[src/rtl/wb_pkg.sv]
// Shared definitions for the writeback unit: register address width,
// default data width and the queued-entry payload.
package wb_pkg;

  localparam int unsigned REG_ADDR_W   = 5;
  localparam int unsigned XLEN_DEFAULT = 32;

  typedef struct packed {
    logic [REG_ADDR_W-1:0]   rd;
    logic [XLEN_DEFAULT-1:0] data;
  } wb_entry_t;

endpackage

[src/rtl/wb_fifo.sv]
// In-order write queue with two ordered push ports (a before b) and one pop.
// Every slot and its valid bit is exposed so the parent can build the
// pending scoreboard and the forwarding lookup.
// Ports:
//   clk, reset            clock, synchronous active-high reset
//   push_a/rd_a/data_a    first push (older of the two when both fire)
//   push_b/rd_b/data_b    second push
//   pop                   drop the head entry
//   count                 occupancy, 0..DEPTH
//   rd_ptr                head slot index
//   entry_rd/entry_data   flattened slot contents, slot i at [i*W +: W]
//   entry_valid           per-slot occupied flag
// The parent guarantees pushes never exceed free space and pop only when
// count != 0.
module wb_fifo
  import wb_pkg::*;
#(
  parameter int unsigned DEPTH = 4,
  parameter int unsigned XLEN  = XLEN_DEFAULT
) (
  input  logic                          clk,
  input  logic                          reset,
  input  logic                          push_a,
  input  logic [REG_ADDR_W-1:0]         rd_a,
  input  logic [XLEN-1:0]               data_a,
  input  logic                          push_b,
  input  logic [REG_ADDR_W-1:0]         rd_b,
  input  logic [XLEN-1:0]               data_b,
  input  logic                          pop,
  output logic [$clog2(DEPTH):0]        count,
  output logic [$clog2(DEPTH)-1:0]      rd_ptr,
  output logic [DEPTH*REG_ADDR_W-1:0]   entry_rd,
  output logic [DEPTH*XLEN-1:0]         entry_data,
  output logic [DEPTH-1:0]              entry_valid
);

  localparam int unsigned AW = $clog2(DEPTH);
  localparam int unsigned CW = AW + 1;

  logic [REG_ADDR_W-1:0] rd_q   [DEPTH];
  logic [XLEN-1:0]       data_q [DEPTH];
  logic [DEPTH-1:0]      valid_q;
  logic [AW-1:0]         wr_ptr;
  logic [AW-1:0]         wr_ptr_b;
  logic [CW-1:0]         n_push;

  // b lands in the slot after a when both push in the same cycle
  assign wr_ptr_b = push_a ? wr_ptr + AW'(1) : wr_ptr;
  assign n_push   = CW'(push_a) + CW'(push_b);

  // Pointers wrap naturally because DEPTH is a power of two
  always_ff @(posedge clk) begin
    if (reset) begin
      rd_ptr  <= '0;
      wr_ptr  <= '0;
      count   <= '0;
      valid_q <= '0;
    end else begin
      if (pop) begin
        valid_q[rd_ptr] <= 1'b0;
        rd_ptr          <= rd_ptr + AW'(1);
      end
      if (push_a) begin
        rd_q[wr_ptr]    <= rd_a;
        data_q[wr_ptr]  <= data_a;
        valid_q[wr_ptr] <= 1'b1;
      end
      if (push_b) begin
        rd_q[wr_ptr_b]    <= rd_b;
        data_q[wr_ptr_b]  <= data_b;
        valid_q[wr_ptr_b] <= 1'b1;
      end
      wr_ptr <= wr_ptr + AW'(n_push);
      count  <= count + n_push - CW'(pop);
    end
  end

  // Flatten slot storage for the parent
  for (genvar i = 0; i < DEPTH; i++) begin : g_flat
    assign entry_rd[i*REG_ADDR_W +: REG_ADDR_W] = rd_q[i];
    assign entry_data[i*XLEN +: XLEN]           = data_q[i];
  end

  assign entry_valid = valid_q;

endmodule

[src/rtl/writeback_unit.sv]
// Writeback unit: merges ALU and load results into an in-order queue and
// retires one register-file write per cycle from the head.
// Ports:
//   clk, reset                        clock, synchronous active-high reset
//   alu_valid/alu_ready/alu_rd/alu_data   ALU result handshake
//   mem_valid/mem_ready/mem_rd/mem_data   load result handshake
//   reg_write/write_reg/write_data    register-file write port (head entry)
//   fwd_reg/fwd_hit/fwd_data          forwarding lookup (WB_FORWARD_EN only)
//   pending                           per-register "write queued" flags
// Optional feature macro: WB_FORWARD_EN builds the youngest-match
// forwarding lookup and its ports.
module writeback_unit
  import wb_pkg::*;
#(
  parameter int unsigned DEPTH = 4,
  parameter int unsigned XLEN  = XLEN_DEFAULT
) (
  input  logic            clk,
  input  logic            reset,
  input  logic            alu_valid,
  output logic            alu_ready,
  input  logic [4:0]      alu_rd,
  input  logic [XLEN-1:0] alu_data,
  input  logic            mem_valid,
  output logic            mem_ready,
  input  logic [4:0]      mem_rd,
  input  logic [XLEN-1:0] mem_data,
  output logic            reg_write,
  output logic [4:0]      write_reg,
  output logic [XLEN-1:0] write_data,
`ifdef WB_FORWARD_EN
  input  logic [4:0]      fwd_reg,
  output logic            fwd_hit,
  output logic [XLEN-1:0] fwd_data,
`endif
  output logic [31:0]     pending
);

  localparam int unsigned AW = $clog2(DEPTH);
  localparam int unsigned CW = AW + 1;

  logic [CW-1:0]               count;
  logic [AW-1:0]               rd_ptr;
  logic [DEPTH*REG_ADDR_W-1:0] entry_rd;
  logic [DEPTH*XLEN-1:0]       entry_data;
  logic [DEPTH-1:0]            entry_valid;
  logic                        alu_take;
  logic                        mem_take;
  logic                        push_a;
  logic                        push_b;
  logic [CW:0]                 mem_level;

  // Ready uses start-of-cycle occupancy; the same-cycle pop is not credited
  assign alu_ready = count < CW'(DEPTH);
  assign alu_take  = alu_valid & alu_ready;
  assign mem_level = {1'b0, count} + (CW+1)'(alu_take);
  assign mem_ready = mem_level < (CW+1)'(DEPTH);
  assign mem_take  = mem_valid & mem_ready;

  // Writes to x0 complete the handshake but are dropped
  assign push_a = alu_take & (alu_rd != 5'd0);
  assign push_b = mem_take & (mem_rd != 5'd0);

  assign reg_write = (count != '0);

  wb_fifo #(
    .DEPTH (DEPTH),
    .XLEN  (XLEN)
  ) u_fifo (
    .clk         (clk),
    .reset       (reset),
    .push_a      (push_a),
    .rd_a        (alu_rd),
    .data_a      (alu_data),
    .push_b      (push_b),
    .rd_b        (mem_rd),
    .data_b      (mem_data),
    .pop         (reg_write),
    .count       (count),
    .rd_ptr      (rd_ptr),
    .entry_rd    (entry_rd),
    .entry_data  (entry_data),
    .entry_valid (entry_valid)
  );

  // Head entry drives the register-file port, zero when empty
  always_comb begin
    write_reg  = '0;
    write_data = '0;
    if (reg_write) begin
      write_reg  = entry_rd[int'(rd_ptr)*REG_ADDR_W +: REG_ADDR_W];
      write_data = entry_data[int'(rd_ptr)*XLEN +: XLEN];
    end
  end

  // Pending scoreboard: OR of valid slots by destination
  always_comb begin
    pending = '0;
    for (int i = 0; i < DEPTH; i++) begin
      if (entry_valid[i]) begin
        pending[entry_rd[i*REG_ADDR_W +: REG_ADDR_W]] = 1'b1;
      end
    end
    pending[0] = 1'b0;
  end

`ifdef WB_FORWARD_EN
  logic [AW-1:0] slot;

  // Walk oldest to youngest so the last match (youngest) wins
  always_comb begin
    fwd_hit  = 1'b0;
    fwd_data = '0;
    slot     = '0;
    for (int k = 0; k < DEPTH; k++) begin
      slot = rd_ptr + AW'(k);
      if ((fwd_reg != 5'd0) && entry_valid[slot] &&
          (entry_rd[int'(slot)*REG_ADDR_W +: REG_ADDR_W] == fwd_reg)) begin
        fwd_hit  = 1'b1;
        fwd_data = entry_data[int'(slot)*XLEN +: XLEN];
      end
    end
  end
`endif

endmodule

[config.mk]
export PLATFORM = sky130hd
export DESIGN_NAME = writeback_unit
export DESIGN_NICKNAME = d
export VERILOG_FILES = /design/src/rtl/wb_pkg.sv /design/src/rtl/wb_fifo.sv /design/src/rtl/writeback_unit.sv
export SDC_FILE = /design/constraint.sdc
export NUM_CORES = 1
export LEC_CHECK = 0
export BUFFER_PORTS_ARGS = -buffer_cell sky130_fd_sc_hd__buf_4
export CAP_MARGIN = 10
export CORE_MARGIN = 3
export CORE_UTILIZATION = 50
export CTS_CLUSTER_DIAMETER = 30
export DETAILED_ROUTE_END_ITERATION = 6
export PLACE_DENSITY = 0.71
export SYNTH_ARGS = -nofsm -noshare
export SYNTH_HDL_FRONTEND = slang
export SYNTH_SLANG_ARGS = --single-unit
[constraint.sdc]
create_clock -name clk -period 8.5 [get_ports clk]
set_clock_uncertainty 0.2 [all_clocks]
set_input_delay 0.425 -clock clk [delete_from_list [all_inputs] [get_ports clk]]
set_output_delay 0.425 -clock clk [all_outputs]
set_load 0.02 [all_outputs]
# ---- Word level (Yosys, flattened, before mapping)
# Memories as Yosys holds them, arrays and structs flattened.
# Index checks and enable logic that the tools add are counted.
dict set report word_totals {
  ff_bits 11
  mem_bits_rw 148
  memories 2
}
# name words word_bits rd rd_clocked_by_memory_dff wr line_no
set memory_table {}
lappend memory_table {u_fifo.data_q 4 32 4 0 2 wb_fifo.sv:41} ;# logic [XLEN-1:0] data_q [DEPTH];
lappend memory_table {u_fifo.rd_q 4 5 4 0 2 wb_fifo.sv:40} ;# logic [REG_ADDR_W-1:0] rd_q [DEPTH];
dict set report op_classes {
  shifts 2
  n_addsub 7
  bitwise 11
  magnitude_cmp 16
  multipliers 1
  n_reduce_logical 10
  mux 32
}
# cell n
set op_table {}
lappend op_table {{$mux 32} 5}
lappend op_table {{$shiftx 128x8->32} 1}
lappend op_table {{$or 32x32->32} 3}
lappend op_table {{$lt 5x6->1 const B} 4}
lappend op_table {{$demux 1 s5} 4}
lappend op_table {{$ge 5x1->1 const B} 4}
lappend op_table {{$mux 4} 5}
lappend op_table {{$shiftx 20x6->5} 1}
lappend op_table {{$mux 1} 13}
lappend op_table {{$reduce_bool 5->1} 2}
lappend op_table {{$lt 2x3->1 const B} 3}
lappend op_table {{$or 4x4->4} 2}
lappend op_table {{$logic_and 1x1->1} 7}
lappend op_table {{$demux 1 s2} 3}
lappend op_table {{$ge 2x1->1 const B} 3}
lappend op_table {{$mul 2x3->5 const B} 1}
lappend op_table {{$mux 5} 1}
lappend op_table {{$add 2x1->2 const B} 2}
lappend op_table {{$add 3x1->4} 1}
lappend op_table {{$and 1x1->1} 4}
lappend op_table {{$and 4x4->4} 1}
lappend op_table {{$lt 4x3->1 const B} 1}
lappend op_table {{$not 4->4} 1}
lappend op_table {{$add 3x3->3} 1}
lappend op_table {{other kinds (6)} 6}

# ---- Depth between registers and ports, before layout
# Gate-level depths: netlist of the first run.
dict set report depth {
  depth_word 13
  ltp_mapped 11
}

# ---- Modules after synthesis
# From an unflattened synthesis of the first run, not the netlist that was laid out.
dict set report unflattened {
  cells_unflattened 631
  area_unflattened_um2 9255.1
}
# module n_inst cells_each seq_area_each_um2 area_per_inst_um2
set modules_own_cells {}
lappend modules_own_cells {wb_fifo 1 403 4664.5 7088.0}
lappend modules_own_cells {writeback_unit 1 228 0.0 2167.1}

# ---- Worst setup path after synthesis of the first run
# No wires, ideal clock.
dict set report synth_path {
  path_kind {input-to-reg}
  startpoint {in alu_rd[3]}
  endpoint {mem u_fifo.data_q[1][0] in the netlist's numbering, enable pin}
  stages 7
  t_arrival_ps 2897
  setup_ps 393
  slack_ps 5010
  t_required_ps 7907
  path_cell_list {or3_1 -> o311a_4 -> mux2_4 -> nor4_4 -> buf_6 -> buf_6 -> a21o_1}
}
# item line_no
set synth_rtl {}
lappend synth_rtl {{start: declaration} writeback_unit.sv:22} ;# input logic [4:0] alu_rd,
lappend synth_rtl {{end: declaration} wb_fifo.sv:41}

==> results by stage, run 1 <==
Outcome:
- The run finished with clean final reports.

Synth:
- The flip-flop cell with the highest count after synthesis is sky130_fd_sc_hd__edfxtp_1.
- The share of async-settable or async-resettable flops after synthesis is 0%.
- The number of flops mapped to enable cells by yosys is 148.
- The flip-flop and latch count after synthesis is approximately 160.
- Sequential cells were found to cover 50.8% of the synthesized design area.
- Synthesis handed over a netlist of 650 instances.
- The synthesized area per cell is 14.1 um2.
- During synthesis, Yosys emitted a total of 0 warnings.
- The mapped cell area is 0.00918 mm2.
- The count of unique library cells instantiated by Yosys is 46.
- When the netlist entered floorplanning its net count stood at 742.

Clock tree:
- The post-CTS clock slew at the launch and capture registers of the worst setup and hold paths is 0.06 ns.
- The total clock buffers created by CTS is 17.
- At the later pin of the worst-skew pair, clock insertion delay measures 0.42 ns.
- Post-CTS repair changed the size of 0 cells.
- The H-tree depth is 4.
- In this run the post-CTS setup repair buffer count came out at 0.
- The library cell used as clock root buffer is sky130_fd_sc_hd__clkbuf_16.
- The number of sinks driven by the clock tree is 159.
- TritonCTS built the clock tree.
- For this design, the CTS-stage hold fixing added 0 buffers.
- The longest clock path from root to sink contains 2 buffers.

Finish:
- Summing all non-filler instances in the final layout gives an area of 0.0110 mm2.
- The diode insertion count for antenna repair is 0.
- The net count of the finished layout is 871.
- In the final layout, the share of cells above drive strength 1 is 48.4%.
- The share of the core filled with cells is 62.5%.
- The signed area change from the synthesized netlist to the final layout is 20.2%.

Placed design:
- At the end of routability-driven placement, the weighted congestion stood at 0.880.
- The post-placement setup slack is 4.50 ns.
- In this run the cell area measured after placement is approximately 0.010 mm2.
- The half-perimeter wire length of the detailed placement result is 15.0 mm.
- The number of buffers inserted by port buffering is 148.

Pwr:
- The power per cell area is about 300 mW/mm2.
- The static leakage power is around 4 nW.
- VDD sags by at most 0.178 mV.

Global route:
- The initial antenna violation count is 0.
- The wire length of the first global-routing pass is 36.6 mm.
- Entering global routing, the biggest net connects 42 pins.
- Global routing used between 20% and 30% of the available tracks across all layers.
- The number of global-route vias before repair is 6486.
- Summed over all layers, the global routing overflow is 0.

Job:
- The tool flagged a number of max-cap violations equal to 0.

STA:
- Setup repair after global routing left no endpoint under its margin.
- The shortest clock period the worst path allows after layout is 3.52 ns.
- The timing-limited maximum frequency is 0.284 GHz.
- The number of failing hold endpoints at the final stage was 0.
- For the final routed database, the setup TNS stands at 0 ns.
- The share of the cycle needed by the critical path after routing is 41.4%.
- The final setup violation count is 0.
- The worst path setup slack after routing is 4.98 ns.
- The transition time at the pin with the least slew margin is ~1.3 ns.
- The max-slew violation total from the final report was 0.
- The worst hold slack after final layout is 0.0780 ns.
- Measured against its own limit, the worst slew margin works out to between 15 and 20%.

Setup path:
- STA classifies the critical path endpoint as a flop.
- Counting both buffers and inverters, the worst setup path holds a total of 2.
- The critical path class is in -> reg.
- The signal on the critical path passes through buf_4 > or3_1 > o311a_4 > mux2_4 > nor4_4 > buf_4 > a21o_2.
- The data arrival time of the worst path is ~3.4 ns.
- The maximum fanout count along the critical path is 39.
- The cell with the biggest individual delay on the critical path is sky130_fd_sc_hd__a21o_2.
- The worst setup path is launched from an input port.
- The critical path data required time is 8.35 ns.
- The critical path's top delay family is compound AO/OA/AOI/OAI gates.
- The largest incremental delay on the critical path is around 0.85 ns.
- In this design, the critical path's most frequently occurring cell is sky130_fd_sc_hd__buf_4.

Floorplan:
- The area inside the core boundary is 0.0177 mm2.
- The floorplan has 48 rows.
- The chip height is 141 um.
- The floorplan step defined a die boundary enclosing 0.0200 mm2.
- In this run the count of I/O pins placed on the die edge is 150.
- The initial core utilization is 52.0%.
- Measured along the x axis, the die boundary spans between 100 and 150 um.

Routing:
- The mean routed wirelength per cell is 23.2 um.
- The per-cell via count in the routed design is 6.18.
- The post-route DRC violation count is 0.
- The total number of vias is approximately 6300.
- After detailed routing, the total wire length is 23.6 mm.
- The post-detailed-route count of antenna-violating nets is 0.
- For this block, the initial DRC count from the detailed router was 480.
- The first detailed-routing pass ran for 5 iterations.

Worst hold path:
- The min-delay analysis places its worst path in the category in -> reg.
==> area by class of cell <==
type                            count  area, um2
Timing Repair Buffer              153       1150
Fill cell                        1360       6630
Tap cell                          225        282
Sequential cell                   159       4670
Inverter                           13       48.8
Clock inverter                     14        181
Multi-Input combinational cell    435       4270
Clock buffer                       18        429
==> worst reg2reg max path: stages, from the launching register on <==
cell and delay, ns:
sky130_fd_sc_hd__dfxtp_1 0.45, sky130_fd_sc_hd__inv_1 0.13, sky130_fd_sc_hd__ha_1 0.31, sky130_fd_sc_hd__mux2_4 0.30
sky130_fd_sc_hd__nor4_4 0.25, sky130_fd_sc_hd__buf_4 0.55, sky130_fd_sc_hd__a21o_2 0.86
==> flip-flops by register name, indices dropped and copies added (netlist names) <==
signal,flops
u_fifo.entry_valid,4
u_fifo.rd_q,20
u_fifo.rd_ptr,2
u_fifo.count,3
u_fifo.wr_ptr,2
u_fifo.data_q,128
==> where the power goes <==
group | leakage, nW | switching (mW) | internal, mW | total, mW
clock network | 0.301 | 0.316 | 0.468 | 0.783
registers | 1.44 | 0.165 | 1.03 | 1.20
logic | 2.29 | 0.669 | 0.629 | 1.30
total | 4.04 | 1.15 | 2.13 | 3.28
==> metal layers <==
layer	global-route usage, %	vias up	wire length (um)
met5	0	-	0
met4	7.17	0	293
met3	4.08	30	1560
met2	40.9	251	12100
met1	31.3	3176	9670
li1	-	2824	-
==> worst paths after layout <==
path | start | endpoint | slack [ns] | cells past startpoint
max | alu_rd[3] | u_fifo.data_q[1][16] | 4.98 | 7
min | reset | u_fifo.rd_ptr[1] | 0.08 | 2
max reg2reg | u_fifo.wr_ptr[0] | u_fifo.data_q[1][16] | 5.06 | 6
min reg2reg | u_fifo.entry_valid[3] | u_fifo.entry_valid[3] | 0.38 | 2
==> cells by family (layout without fill, tap and decap cells) <==
family                     count (synthesis)  count (layout)  synth area share (%)
muxes                                    186             186                  27.7
DFF                                      159             159                  50.8
and+or+nand+nor                          159             159                  10.1
AOI/OAI and AO/OA                         69              69                  5.77
buffers and inverters                     56             198                  2.88
adders and majority gates                 14              14                  1.99
xor gates and xnor gates                   6               6                 0.655
other                                      1               1                0.0409
==> metrics by stage <==
stage	total power, mW	cells
after global placement	2.49	985
after floorplan	2.03	650
final	3.28	1017
after global routing	3.44	1017
after CTS	3.30	1017
after detailed placement	2.52	985
==> cell usage after synthesis, types with 2 or more instances <==
cell type | count | area (um2)
sky130_fd_sc_hd__a211o_1 | 6 | 52.6
sky130_fd_sc_hd__a21oi_1 | 11 | 55.1
sky130_fd_sc_hd__a221o_1 | 10 | 100
sky130_fd_sc_hd__a22oi_1 | 6 | 45.0
sky130_fd_sc_hd__and3_1 | 3 | 18.8
sky130_fd_sc_hd__and3b_1 | 7 | 61.3
sky130_fd_sc_hd__buf_1 | 3 | 11.3
sky130_fd_sc_hd__buf_2 | 10 | 50.1
sky130_fd_sc_hd__buf_4 | 5 | 37.5
sky130_fd_sc_hd__buf_6 | 3 | 33.8
sky130_fd_sc_hd__clkbuf_1 | 22 | 82.6
sky130_fd_sc_hd__dfxtp_1 | 11 | 220
sky130_fd_sc_hd__edfxtp_1 | 148 | 4440
sky130_fd_sc_hd__ha_1 | 13 | 163
sky130_fd_sc_hd__inv_1 | 13 | 48.8
sky130_fd_sc_hd__mux2_1 | 8 | 90.1
sky130_fd_sc_hd__mux2_2 | 132 | 1490
sky130_fd_sc_hd__mux2_4 | 9 | 135
sky130_fd_sc_hd__mux4_2 | 37 | 833
sky130_fd_sc_hd__nand2_1 | 26 | 97.6
sky130_fd_sc_hd__nand3_1 | 11 | 55.1
sky130_fd_sc_hd__nand3b_1 | 15 | 113
sky130_fd_sc_hd__nor2_1 | 26 | 97.6
sky130_fd_sc_hd__nor2b_1 | 42 | 263
sky130_fd_sc_hd__nor3_1 | 4 | 20.0
sky130_fd_sc_hd__nor3b_1 | 9 | 67.6
sky130_fd_sc_hd__o211ai_1 | 7 | 52.6
sky130_fd_sc_hd__o221ai_1 | 10 | 87.6
sky130_fd_sc_hd__o22ai_1 | 14 | 87.6
sky130_fd_sc_hd__or2_2 | 2 | 12.5
sky130_fd_sc_hd__or3_1 | 3 | 18.8
sky130_fd_sc_hd__or3b_2 | 7 | 61.3
sky130_fd_sc_hd__xnor2_1 | 4 | 35.0
==> placed cells by master, fill, tap and decap left out, drive strengths merged, types with 9 or more instances in the layout <==
| cell type | netlist | final |
|---|---|---|
| buf | 21 | 153 |
| mux2 | 149 | 149 |
| edfxtp | 148 | 148 |
| nor2b | 42 | 42 |
| mux4 | 37 | 37 |
| nor2 | 26 | 26 |
| nand2 | 26 | 26 |
| clkbuf | 22 | 18 |
| inv | 13 | 17 |
| nand3b | 15 | 15 |
| o22ai | 14 | 14 |
| ha | 13 | 13 |
| a21oi | 11 | 11 |
| nand3 | 11 | 11 |
| dfxtp | 11 | 11 |
| o221ai | 10 | 10 |
| a221o | 10 | 10 |
| nor3b | 9 | 9 |
No activity file was read; power rests on OpenSTA's default activity.
==> run 2: changes to the inputs <==
PLACE_DENSITY = 0.74   (was 0.71)
clock period = 3.2 ns   (was 8.5 ns; I/O delays follow)
==> results by stage, run 2 (synthesized netlist as in run 1, its figures left out) <==
Floorplan:
- The die outline area is 0.0200 mm2 (unchanged).
- The die boundary width was 141 um (unchanged).
- The number of top-level pins was 150 (unchanged).
- The initial core utilization is 52.0% (unchanged).
- The chip height is 141 um (unchanged).
- The area inside the core boundary is 0.0177 mm2 (unchanged).
- The total number of placement rows is 48 (unchanged).

Finish:
- The number of nets at the end of the flow is 988 (+13%).
- The share of cells above drive strength 1 is 44.4% (-4.0 points).
- Relative to the synthesized area, the layout overhead comes to 33.2%.
- Leaving out fill and tap cells, the most frequent cell in the layout is sky130_fd_sc_hd__buf_4.
- The number of flip-flops under the largest register name came to 128 (unchanged).
- The register ranked first by flip-flop count is u_fifo.data_q.
- The share of the core filled with cells came to 69.2% (+6.7 points).
- Leaving out fill and tap cells, the most frequent cells in the layout are sky130_fd_sc_hd__buf_4, sky130_fd_sc_hd__edfxtp_1, sky130_fd_sc_hd__mux2_2, sky130_fd_sc_hd__dlygate4sd3_1, sky130_fd_sc_hd__nor2b_1.
- The diode insertion count for antenna repair is 0 (unchanged).

STA:
- The worst path setup slack after routing is 0.0381 ns (-4.94 ns).
- For the finished layout, the period the worst path requires is 3.16 ns.
- The number of failing hold endpoints at the final stage is 0 (unchanged).
- The worst slew slack as a fraction of its limit is 47.7% (+32 points).
- The share of the cycle needed by the critical path after routing is 98.8%.
- The timing-limited maximum frequency is 0.316 GHz.
- The final setup violation count is 0 (unchanged).
- The transition time at the pin with the least slew margin is 0.781 ns (-0.481 ns).
- The max-slew violation total from the final report is 0 (unchanged).

Global route:
- The met2 usage in global routing is 44.9% (+4.1 points).
- The global-route met3 utilization is 4.45% (+0.37 points).
- The total congestion overflow is 0 (unchanged).
- The maximum number of pins on one net before global-route repair is 40 (-4.8%).
- The global routing met1 resource utilization is 33.1% (+1.8 points).
- The total global-route track usage is 26.0% (+2.2 points).
- The initial antenna violation count is 0 (unchanged).
- met2 is the most crowded layer.
- The wire length of the first global-routing pass is 40.3 mm (+10%).
- The number of global-route vias before repair was 7321 (+13%).

Setup path:
- The critical path class is in -> reg.
- Walking the worst path, the cells encountered are dlygate4sd3_1 > buf_4 > o311a_4 > mux2_4 > nand3b_1 > buf_12 > buf_12 > mux2_2 > dlygate4sd3_1.
- The critical path data required time came to 3.16 ns (-5.19 ns).
- The count of buffering cells on the critical path with inverters included came to 5 (+3).
- The slowest stage of the critical path is the sky130_fd_sc_hd__dlygate4sd3_1 cell.
- STA classifies the critical path endpoint as a flop.
- The number of cells on the critical path is 9 (+2).
- The data arrival time of the worst path is 3.13 ns (-0.23 ns).
- The maximum fanout count along the critical path was 14 (-64%).
- STA classifies the critical path startpoint as an input port.
- The largest incremental delay on the critical path is 0.57 ns (-0.28 ns).
- The critical path's top delay family is buffers and inverters.
- The worst reg-to-reg path cell count is 8 (+2).

Placed design:
- The half-perimeter wire length of the detailed placement result is 17.0 mm (+13%).
- The post-placement setup slack came to 0.162 ns (-4.34 ns).
- The routability congestion estimate is 0.896 (+1.8%).
- The number of buffers inserted by port buffering came to 148 (unchanged).

Clock tree:
- The library cell used as clock root buffer is sky130_fd_sc_hd__clkbuf_16.
- The maximum clock insertion buffer count came to 2 (unchanged).
- The H-tree depth is 4 (unchanged).
- The clock insertion delay at the later pin of the skew report is 0.42 ns (about the same).
- TritonCTS built the clock tree.
- The number of sinks driven by the clock tree is 159 (unchanged).
- The total clock buffers created by CTS is 17 (unchanged).
- The post-CTS clock slew at the launch and capture registers of the worst setup and hold paths was 0.06 ns (about the same).

Routing:
- The iteration-0 DRC count of the detailed router was 622 (+30%).
- The post-detailed-route count of antenna-violating nets is 0 (unchanged).
- The per-cell via count in the routed design is 6.08 (-1.5%).
- The total number of vias is 6893 (+9.7%).
- The final routed wirelength across all metal layers was 25.9 mm (+9.8%).
- The mean routed wirelength per cell is 22.9 um (-1.4%).
- The post-route DRC violation count is 0 (unchanged).
- The detailed-router iteration count before antenna repair is 5 (unchanged).

Pwr:
- The total power consumption of the routed design is 8.91 mW (+170%).
- The highest ir drop seen on vdd is 0.516 mV (+190%).
- The power per cell area is 729 mW/mm2 (+150%).
- The static leakage power is 4.56 nW (+13%).

Worst hold path:
- The path category of the worst min-delay check is in -> reg.
- The depth of the worst hold-timing path came to 5 (+3).

Job:
- The max-cap violation count is 0 (unchanged).

Outcome:
- The flow ran to the end, and the final reports show no timing, DRC or antenna violations.
## run 2: final cells by class
type,count,area [um2]
fillers,1193,5440
flip-flops and latches,159,4670
multi-input cells,435,4280
repair buffers,270,2380
clock buffers,19,433
well taps,225,282
clock inverters,12,119
inverters,13,48.8
## run 2: where the power goes
| group | internal [mW] | switching [mW] |
|---|---|---|
| Combinational | 1.92 | 2.05 |
| Sequential | 2.73 | 0.301 |
| Clock | 1.13 | 0.781 |
## run 2: metrics by stage
step	TNS [ns]	cell area (um2)	instances	hold slack [ns]
final	0	12200	1133	0.270
after global placement	0	10700	1006	0.244
after floorplan	0	9180	650	0.161
after CTS	0	12200	1130	0.254
after detailed placement	0	10700	1006	0.242
after global routing	-0.00616	12200	1133	0.287
## run 2: worst paths after layout
kind / start / to / slack, ns
hold reg to reg: u_fifo.entry_valid[0] / u_fifo.entry_valid[0] / 0.36
setup / recovery: alu_rd[0] / u_fifo.data_q[0][6] / 0.04
setup reg to reg: u_fifo.count[2] / u_fifo.data_q[0][6] / 0.12
hold / removal: alu_valid / u_fifo.entry_valid[2] / 0.27
## run 2: routing by layer
metal | part of all wire, % | vias to the layer above
met2 | 50 | 329
li1 | - | 3047
met5 | 0 | -
met1 | 40 | 3451
met3 | 6.8 | 66
met4 | 2.4 | 0
## run 2: repair_timing
| item | CTS | global route |
|---|---|---|
| endpoints found under the setup margin | 0 | 9 |
| gates resized for setup | 0 | 3 |
| hold buffers | 93 | 0 |
| hold endpoints to repair | 158 | 0 |
| setup buffers | 0 | 3 |
## run 2: worst reg2reg max path: cells and delay by family, from the launching register on
family                 cells  cell delay [ns]
AND/OR/NAND/NOR            1             0.26
multiplexers               2             0.63
AO/OA/AOI/OAI              1             0.27
flip-flops                 1             0.33
buffers and inverters      4             1.13
==> run 3: changes to the inputs <==
CORE_UTILIZATION = 40   (was 50)
PLACE_DENSITY = 0.61   (was 0.74)
==> results by stage, run 3 (synthesized netlist as in run 1, its figures left out) <==
Outcome:
- The flow ran to the end, and the final reports show no timing, DRC or antenna violations.

Pwr:
- The clock power share is 22.2% (+0.7 points).
- The share of total power in combinational logic is 44.3% (-0.2 points).
- The reported net switching power is 3.25 mW (+3.8%).
- The highest ir drop seen on vdd is 0.453 mV (-12%).
- The fraction of power spent switching nets came to 36.0% (+0.90 points).
- The total internal power is 5.77 mW (-0.20%).
- The static leakage power was 4.61 nW (+1.2%).
- The power per cell area came to 728 mW/mm2 (-0.23%).
- The total power consumption of the routed design is 9.02 mW (+1.2%).
- The power share of the sequential group is 33.4% (-0.6 points).

STA:
- The transition time at the pin with the least slew margin is 0.755 ns (-0.0259 ns).
- The worst hold slack after final layout is 0.194 ns (-0.0762 ns).
- The worst path setup slack after routing is 0.0940 ns (+0.0558 ns).
- Setup repair after global routing left no endpoint under its margin.
- The worst slew slack as a fraction of its limit was 49.5% (+1.7 points).
- The final setup violation count is 0 (unchanged).
- The max-slew violation total from the final report is 0 (unchanged).
- The total negative setup slack is 0 ns (unchanged).
- The shortest clock period the worst path allows after layout is 3.11 ns (-0.0558 ns).
- The number of failing hold endpoints at the final stage was 0 (unchanged).
- The share of the cycle needed by the critical path after routing was 97.1% (-1.7 points).
- The timing-limited maximum frequency was 0.322 GHz (+1.8%).

Finish:
- The diode insertion count for antenna repair came to 0 (unchanged).
- The number of filler cells placed in the layout is 1812 (+52%).
- The number of nets at the end of the flow was 1000 (+1.2%).
- The area occupied by multi-input gates was 0.00427 mm2 (-0.23%).
- The share of cells above drive strength 1 was 44.6% (+0.24 points).
- The area of all sequential standard cells is 0.00467 mm2 (about the same).
- The number of flip-flops under the largest register name was 128 (unchanged).
- The leading cell type in the layout, fill and taps excluded is sky130_fd_sc_hd__buf_4.
- The register ranked first by flip-flop count is u_fifo.data_q.
- The count of placed standard cells in the final layout, fillers left out is 1201 (+6.0%).
- Compared with the post-synthesis result, the final layout area differs by 35.1%.
- The top cell types in the final layout, fill and taps aside, are sky130_fd_sc_hd__buf_4, sky130_fd_sc_hd__edfxtp_1, sky130_fd_sc_hd__mux2_2, sky130_fd_sc_hd__dlygate4sd3_1, sky130_fd_sc_hd__nor2b_1.

Global route:
- The wire length of the first global-routing pass is 39.9 mm (-1.1%).
- The number of global-route vias before repair is 7211 (-1.5%).
- The total global-route track usage was 21.0% (-5.0 points).
- The total congestion overflow came to 0 (unchanged).
- The initial antenna violation count is 1 (+1).
- The maximum number of pins on one net before global-route repair came to 40 (unchanged).

Clock tree:
- The TritonCTS clock tree is done.
- The library cell used as clock root buffer is sky130_fd_sc_hd__clkbuf_16.
- The number of sinks driven by the clock tree was 159 (unchanged).
- The H-tree depth is 4 (unchanged).
- The maximum clock insertion buffer count is 2 (unchanged).
- The post-CTS clock slew at the launch and capture registers of the worst setup and hold paths came to 0.06 ns (about the same).
- The clock insertion delay at the later pin of the skew report is 0.42 ns (about the same).
- The total clock buffers created by CTS is 17 (unchanged).

Floorplan:
- The total number of placement rows was 54 (+13%).
- The chip height was 157 um (+11%).
- The number of top-level pins came to 150 (unchanged).
- The area inside the core boundary came to 0.0222 mm2 (+26%).
- The initial core utilization is 41.4% (-11 points).
- The die outline area is 0.0248 mm2 (+24%).
- The die boundary width is 157 um (+11%).

Setup path:
- The cell with the biggest individual delay on the critical path is sky130_fd_sc_hd__dlygate4sd3_1.
- Walking the worst path, the cells encountered are dlygate4sd3_1 > buf_4 > or4_1 > o211ai_1 > buf_4 > nor2_1 > nand3_2 > buf_6 > mux2_2 > dlygate4sd3_1.
- The largest incremental delay on the critical path was 0.56 ns (about the same).
- The worst reg-to-reg path cell count is 8 (unchanged).
- The type of destination of the critical path is a flop.
- The maximum fanout count along the critical path is 20 (+6).
- The critical path data required time was 3.17 ns (about the same).
- The kind of start point of the critical path is an input port.
- The setup path with the least slack is of type in -> reg.
- The data arrival time of the worst path was 3.08 ns (-0.05 ns).

Worst hold path:
- The path category of the worst min-delay check is in -> reg.
- The depth of the worst hold-timing path came to 6 (+1).

Routing:
- The post-route DRC violation count is 0 (unchanged).
- The mean routed wirelength per cell is 21.7 um (-5.2%).
- The post-detailed-route count of antenna-violating nets is 0 (unchanged).
- The detailed-router iteration count before antenna repair is 6 (+1).
- The final routed wirelength across all metal layers is 26.1 mm (+0.46%).
- The total number of vias is 6720 (-2.5%).
- The per-cell via count in the routed design came to 5.60 (-8.0%).
- The iteration-0 DRC count of the detailed router came to 367 (-41%).

Placed design:
- The post-placement setup slack is 0.271 ns (+0.109 ns).
- The half-perimeter wire length of the detailed placement result is 16.9 mm (-0.19%).
- The count of placed standard cells including taps is 1058 (+5.2%).
- The number of buffers inserted by port buffering is 148 (unchanged).
- The routability congestion estimate is 0.857 (-4.3%).

Job:
- The max-cap violation count is 0 (unchanged).
-- run 3: what timing repair did --
| action | 4_1_cts | 5_1_grt |
|---|---|---|
| gates resized for setup | 0 | 4 |
| endpoints found under the setup margin | 0 | 26 |
| hold buffers | 101 | 0 |
| endpoints found under the hold margin | 158 | 0 |
| buffers inserted | 0 | 9 |
-- run 3: area by class of cell --
class                   instances  share of cell area, %
well taps                     280                   2.83
multi-input cells             435                   34.5
inverters                      13                  0.394
clock buffers                  18                   3.46
flip-flops and latches        159                   37.7
repair buffers                282                   20.0
clock inverters                14                   1.19
-- run 3: path summary, 6_finish.rpt --
path / slack (ns) / endpoint / startpoint
hold reg to reg: 0.35 / u_fifo.entry_valid[0] / u_fifo.entry_valid[0]
setup reg to reg: 0.18 / u_fifo.data_q[0][26] / u_fifo.wr_ptr[0]
setup / recovery: 0.09 / u_fifo.rd_q[3][1] / mem_rd[3]
hold / removal: 0.19 / u_fifo.wr_ptr[0] / mem_valid
-- run 3: metal layers --
metal	track usage [%]	part of all wire, %
met3	4.29	5.9
met5	0	0.050
met4	5.83	1.8
met1	26.1	41
met2	37.2	51
-- run 3: metrics by stage --
stage / utilization (%) / area [um2]
4_1_cts: 55.4 / 12300
2_1_floorplan: - / 9180
5_1_grt: 55.9 / 12400
3_5_place_dp: 48.3 / 10700
6_report: 55.9 / 12400
3_3_place_gp: 48.3 / 10700
-- run 3: critical path: cells and delay by family --
kind / cells / cell delay (ns)
buffers and inverters: 5 / 1.69
AND/OR/NAND/NOR: 3 / 0.60
multiplexers: 1 / 0.37
AO/OA/AOI/OAI: 1 / 0.24
-- run 3: power by group through the flow --
stage | clock, mW | combinational (mW) | sequential (mW)
finish | 2.01 | 4.00 | 3.01
floorplan | 0 | 2.52 | 2.88
global route | 2.14 | 4.28 | 3.07
global placement | 0 | 3.80 | 3.05
CTS | 2.03 | 3.98 | 3.02
detailed placement | 0 | 3.83 | 3.07
